==> src/rtl/input_quant_packer.sv <==
// rtl/input_quant_packer.sv - quantises raw feature beats to 2-bit codes and packs one frame per vector
module input_quant_packer #(
  parameter int                FEAT_W   = 16,
  parameter int                NUM_FEAT = 8,
  parameter logic [FEAT_W-1:0] THR0     = 16'h0400,
  parameter logic [FEAT_W-1:0] THR1     = 16'h1000,
  parameter logic [FEAT_W-1:0] THR2     = 16'h4000
) (
  input  logic                  clk,
  input  logic                  rst,
  input  logic                  s_valid,
  output logic                  s_ready,
  input  logic [FEAT_W-1:0]     s_data,
  input  logic                  s_last,
  output logic                  m_valid,
  input  logic                  m_ready,
  output logic [2*NUM_FEAT-1:0] m_data,
  output logic                  m_err
);

  localparam int                IDX_W    = $clog2(NUM_FEAT) + 1;
  localparam logic [IDX_W-1:0]  LAST_IDX = IDX_W'(NUM_FEAT - 1);

  typedef enum logic [1:0] {FILL, HOLD, DRAIN} state_t;

  state_t                state;
  logic [IDX_W-1:0]      idx;
  logic [2*NUM_FEAT-1:0] slots;
  logic                  err;
  logic                  sent;
  logic [1:0]            code;

  // Thresholds are ordered, so the last satisfied compare equals the count of thresholds <= s_data.
  always_comb begin
    code = 2'b00;
    if (s_data >= THR0) code = 2'b01;
    if (s_data >= THR1) code = 2'b10;
    if (s_data >= THR2) code = 2'b11;
  end

  always_ff @(posedge clk or posedge rst) begin
    if (rst) begin
      state <= FILL;
      idx   <= '0;
      slots <= '0;
      err   <= 1'b0;
      sent  <= 1'b0;
    end else begin
      case (state)
        FILL: begin
          if (s_valid) begin
            for (int i = 0; i < NUM_FEAT; i++) begin
              if (idx == IDX_W'(i)) slots[2*i +: 2] <= code;
            end
            if (idx == LAST_IDX) begin
              state <= s_last ? HOLD : DRAIN;
              err   <= !s_last;
              sent  <= 1'b0;
            end else if (s_last) begin
              state <= HOLD;
              err   <= 1'b1;
            end else begin
              idx <= idx + IDX_W'(1);
            end
          end
        end
        HOLD: begin
          if (m_ready) begin
            slots <= '0;
            idx   <= '0;
            err   <= 1'b0;
            state <= FILL;
          end
        end
        DRAIN: begin
          // sent marks that the vector already left while the overlong frame is still being discarded.
          if (!sent && m_ready) begin
            slots <= '0;
            idx   <= '0;
            err   <= 1'b0;
            if (s_valid && s_last) state <= FILL;
            else                   sent  <= 1'b1;
          end else if (s_valid && s_last) begin
            state <= sent ? FILL : HOLD;
          end
        end
        default: state <= FILL;
      endcase
    end
  end

  assign s_ready = (state != HOLD);
  assign m_valid = (state == HOLD) || (state == DRAIN && !sent);
  assign m_data  = slots;
  assign m_err   = err;

endmodule

==> config.mk <==
export PLATFORM = sky130hd
export DESIGN_NAME = input_quant_packer
export DESIGN_NICKNAME = d
export VERILOG_FILES = /design/src/rtl/input_quant_packer.sv
export SDC_FILE = /design/constraint.sdc
export NUM_CORES = 1
export LEC_CHECK = 0
export BUFFER_PORTS_ARGS = -buffer_cell sky130_fd_sc_hd__buf_2
export CORE_MARGIN = 10
export CORE_UTILIZATION = 45
export CTS_CLUSTER_DIAMETER = 40
export CTS_CLUSTER_SIZE = 16
export DETAILED_ROUTE_END_ITERATION = 10
export HOLD_SLACK_MARGIN = 0.05
export PLACE_DENSITY_LB_ADDON = 0.15
export SYNTH_ARGS = -nofsm -noshare
export SYNTH_HDL_FRONTEND = slang
export SYNTH_SLANG_ARGS = --single-unit
==> constraint.sdc <==
create_clock -name clk -period 2.09 [get_ports clk]
set_clock_uncertainty 0.05 [all_clocks]
set_input_delay 0.3135 -clock clk [delete_from_list [all_inputs] [get_ports clk]]
set_output_delay 0.3135 -clock clk [all_outputs]
set_load 0.05 [all_outputs]
==> metrics.md <==
| Metric | Value |
|---|---|
| Initial drt markers | `46` |
| Synth cell types | `32` |
| Crit Path Category | `flip-flop to flip-flop` |
| GR Overflow Total | `0` |
| Status | `finished clean` |
| Final instance area | `0.00165 sq mm` |
| Pre-CTS setup slack | `17.1 ps` |
| Post-DP Area | `0.00157 sq mm` |
| R2R Path End | `idx[2]$_DFFE_PP0P_` |
| Max_slew headroom | `72.5%` |
| # Max-Cap Violations | `0` |
| Syn_nets | `161` |
| Worst vdd ir | `0.00119 V` |
| Worst Path Arrival | `2200 ps` |
| Reg clk slew, reported paths | `140 ps` |
| RSZ-0062 raised after global routing | `true` |
| Fin. max-slew vios | `0` |
| Vias in the first global route | `1151` |
| Routed WL | `3.29 mm` |
| Mean post-synth cell area | `10.0 sq um` |
| Core ar. | `0.00278 sq mm` |
| Hold Path Stages | `3` |
| Area growth syn-to-layout | `24.8%` |
| Worst hold path type | `input port to flip-flop` |
| Chip Height | `74.2 um` |
| CTS tree | `built` |
| Least-Margin Pin Slew | `407 ps` |
| Top Ports | `40` |
| DRT antenna net count | `0` |
| Overall power | `2810 uW` |
| P per Cell Area | `1700 mW/mm^2` |
| CP max stage cell | `dfrtp_2` |
| GR Util met3 | `3.19%` |
| Global routing usage on met1 | `16.0%` |
| H-Tree Depth | `1` |
| GR peak layer | `met2` |
| Layout cell share with drive strength beyond 1 | `33.3%` |
| Cell Rows | `19` |
| Post-route insts no fill | `205` |
| Diodes inserted | `0` |
| Crit Reg-Reg Startpoint | `idx[1]$_DFFE_PP0P_` |
| CP cell instances | `ha_1, and3b_1, o31a_1, or4_4, o31ai_1` |
| Sequential share of the synthesized area | `45.5%` |
| Setup ws final | `74.7 ps` |
| Total CTS buffers | `3` |
| Final Hold Violating Endpoints | `0` |
| Fillers | `255` |
| Die width | `74.2 um` |
| Initial core utilization | `47.5%` |
| Crit Path Max Fanout | `5` |
| Drt wl/cell | `16.0 um` |
| Yosys top cell area share | `45.5%` |
| DP HPWL | `2.44 mm` |
| Worst hold endpoint | `state[1]$_DFFE_PP0P_` |
| CTS Buffer Depth | `2` |
| Hold_sp | `s_last` |
| Critical path startpoint category | `flip-flop` |
| Synth warnings | `0` |
| Fin util | `59.2%` |
| First-pass GRT wire length | `5.49 mm` |
| Clk_lat worst skew | `310 ps` |
| Period minus WS final | `2020 ps` |
| Seq cells post-synth | `24` |
| Overall Global Routing Usage | `12.2%` |
| GPL Wtd Cong | `0.859` |
| Vias post-DR | `1163` |
| Yosys top cell by area | `dfrtp_1` |
| I/O Buffers | `29` |
| Clk sink count | `24` |
| Mapped Area | `0.00132 sq mm` |
| Largest stage delay on the critical path | `470 ps` |
| Crit path launch | `idx[1]$_DFFE_PP0P_` |
| Critical Path RT | `2270 ps` |
| Vias/cell | `5.67` |
| Depth of the most critical reg-to-reg path | `5` |
| Drt drc | `0` |
| Iteration count of the initial detailed-routing pass | `4` |
| Synth top area cells | `dfrtp_1 (45%), a22o_1 (9.3%), ha_1 (7.6%)` |
| Die area | `0.00550 sq mm` |
| FF-to-FF setup slack | `70 ps` |
| Global routing usage on met2 | `19.1%` |
| Leakage Power | `0.000827 uW` |
| Final setup viols | `0` |
| Dpl cells | `199` |
| Pin count of the biggest net entering global routing | `25` |
| Worst setup EP type | `flip-flop` |
| Period utilization | `96.4%` |
| Antenna violations before repair | `0` |
| # nets final | `204` |
| Gate Count Post-Synth | `132` |
| Maximum clock frequency | `496 MHz` |
| Root cell of the clock tree | `clkbuf_4` |
logic make-up after synthesis:
logic type                 Yosys count  synth area share, %
buffers and inverters               14                 3.98
DFF                                 24                 45.5
and+or+nand+nor                     39                 14.6
adders and majority gates            8                 7.58
muxes                                6                 4.93
AOI/OAI and AO/OA                   41                 23.4
layout make-up:
class	count	area, sq um	share of cell area [%]
inverter	11	41.3	2.51
tap	31	38.8	2.35
clock buffer	4	36.3	2.20
multi-input combinational	94	689	41.8
sequential	24	602	36.5
timing repair buffer	41	240	14.6
power breakdown:
| part | switching [uW] | total [uW] | leakage (uW) | internal (uW) |
|---|---|---|---|---|
| Combinational | 1190 | 1810 | 0.000495 | 617 |
| Clock | 136 | 242 | 0.0000210 | 106 |
| Sequential | 111 | 756 | 0.000311 | 645 |
synth_stat cells:
| master | count |
|---|---|
| a2bb2oi_1 | 2 |
| o211a_1 | 1 |
| or4_4 | 1 |
| nand2_1 | 12 |
| nor3_1 | 3 |
| dfrtp_1 | 24 |
| o21ai_1 | 1 |
| and2_1 | 1 |
| nand2b_1 | 5 |
| inv_1 | 11 |
| a22o_1 | 14 |
| o41ai_1 | 2 |
| a21oi_1 | 3 |
| o21a_1 | 1 |
| a2111oi_0 | 1 |
| o21ai_0 | 8 |
| nor2_1 | 10 |
| o31a_1 | 2 |
| and3b_1 | 1 |
| clkbuf_1 | 3 |
| mux2i_1 | 2 |
| or2_2 | 2 |
| o32a_1 | 1 |
| nand3b_1 | 1 |
| ha_1 | 8 |
| nand3_1 | 1 |
| o31ai_1 | 2 |
| mux2_2 | 4 |
| nor4_1 | 2 |
| a221oi_1 | 1 |
| a31oi_1 | 1 |
| a211oi_1 | 1 |
through the flow:
step / TNS [ps] / hold slack (ps)
after floorplan: 0 / 278
after global routing: -70.4 / 301
final: 0 / 297
after detailed placement: 0 / 331
after global placement: 0 / 318
after CTS: 0 / 284
cells in the final DEF (no fill, tap or decap), drive strengths merged, types with 2 or more instances in the layout:
| cell | n |
|---|---|
| nor4 | 2 |
| buf | 39 |
| nand2 | 12 |
| o31a | 2 |
| mux2i | 2 |
| nand2b | 5 |
| a21oi | 3 |
| nor3 | 3 |
| nor2 | 10 |
| or2 | 2 |
| dfrtp | 24 |
| inv | 11 |
| o31ai | 2 |
| o21ai | 9 |
| o41ai | 2 |
| a22o | 14 |
| mux2 | 4 |
| a2bb2oi | 2 |
| clkbuf | 5 |
| ha | 8 |
registers in the layout, indices dropped and copies added, names as in the netlist:
register / count
state: 2
m_err: 1
idx: 4
sent: 1
m_data: 16
worst max-delay path: cells and delay by family (launching register included):
kind,cells,cell delay [ps]
flops,1,470
compound gates,2,530
simple gates,2,690
fa+ha+maj,1,200
worst max path at each step:
stage | to | depth (start not counted)
2_1_floorplan | m_data[11]$_DFFE_PP0P_ | 8
3_3_place_gp | idx[2]$_DFFE_PP0P_ | 7
3_5_place_dp | idx[2]$_DFFE_PP0P_ | 7
4_1_cts | idx[3]$_DFFE_PP0P_ | 7
5_1_grt | idx[3]$_DFFE_PP0P_ | 8
6_report | idx[2]$_DFFE_PP0P_ | 5
metal layers:
metal,wire (um),up-vias
met4,16,0
li1,-,567
met5,0,-
met3,278,2
met2,1520,33
met1,1470,561
repair_timing:
action,CTS,global route
pin swaps,0,0
gates resized for setup,0,9
endpoints found under the setup margin,2,15
setup buffers,1,0
hold endpoints to repair,24,0
hold buffers,1,0
Note: power is estimated with default switching activity, not from simulation.
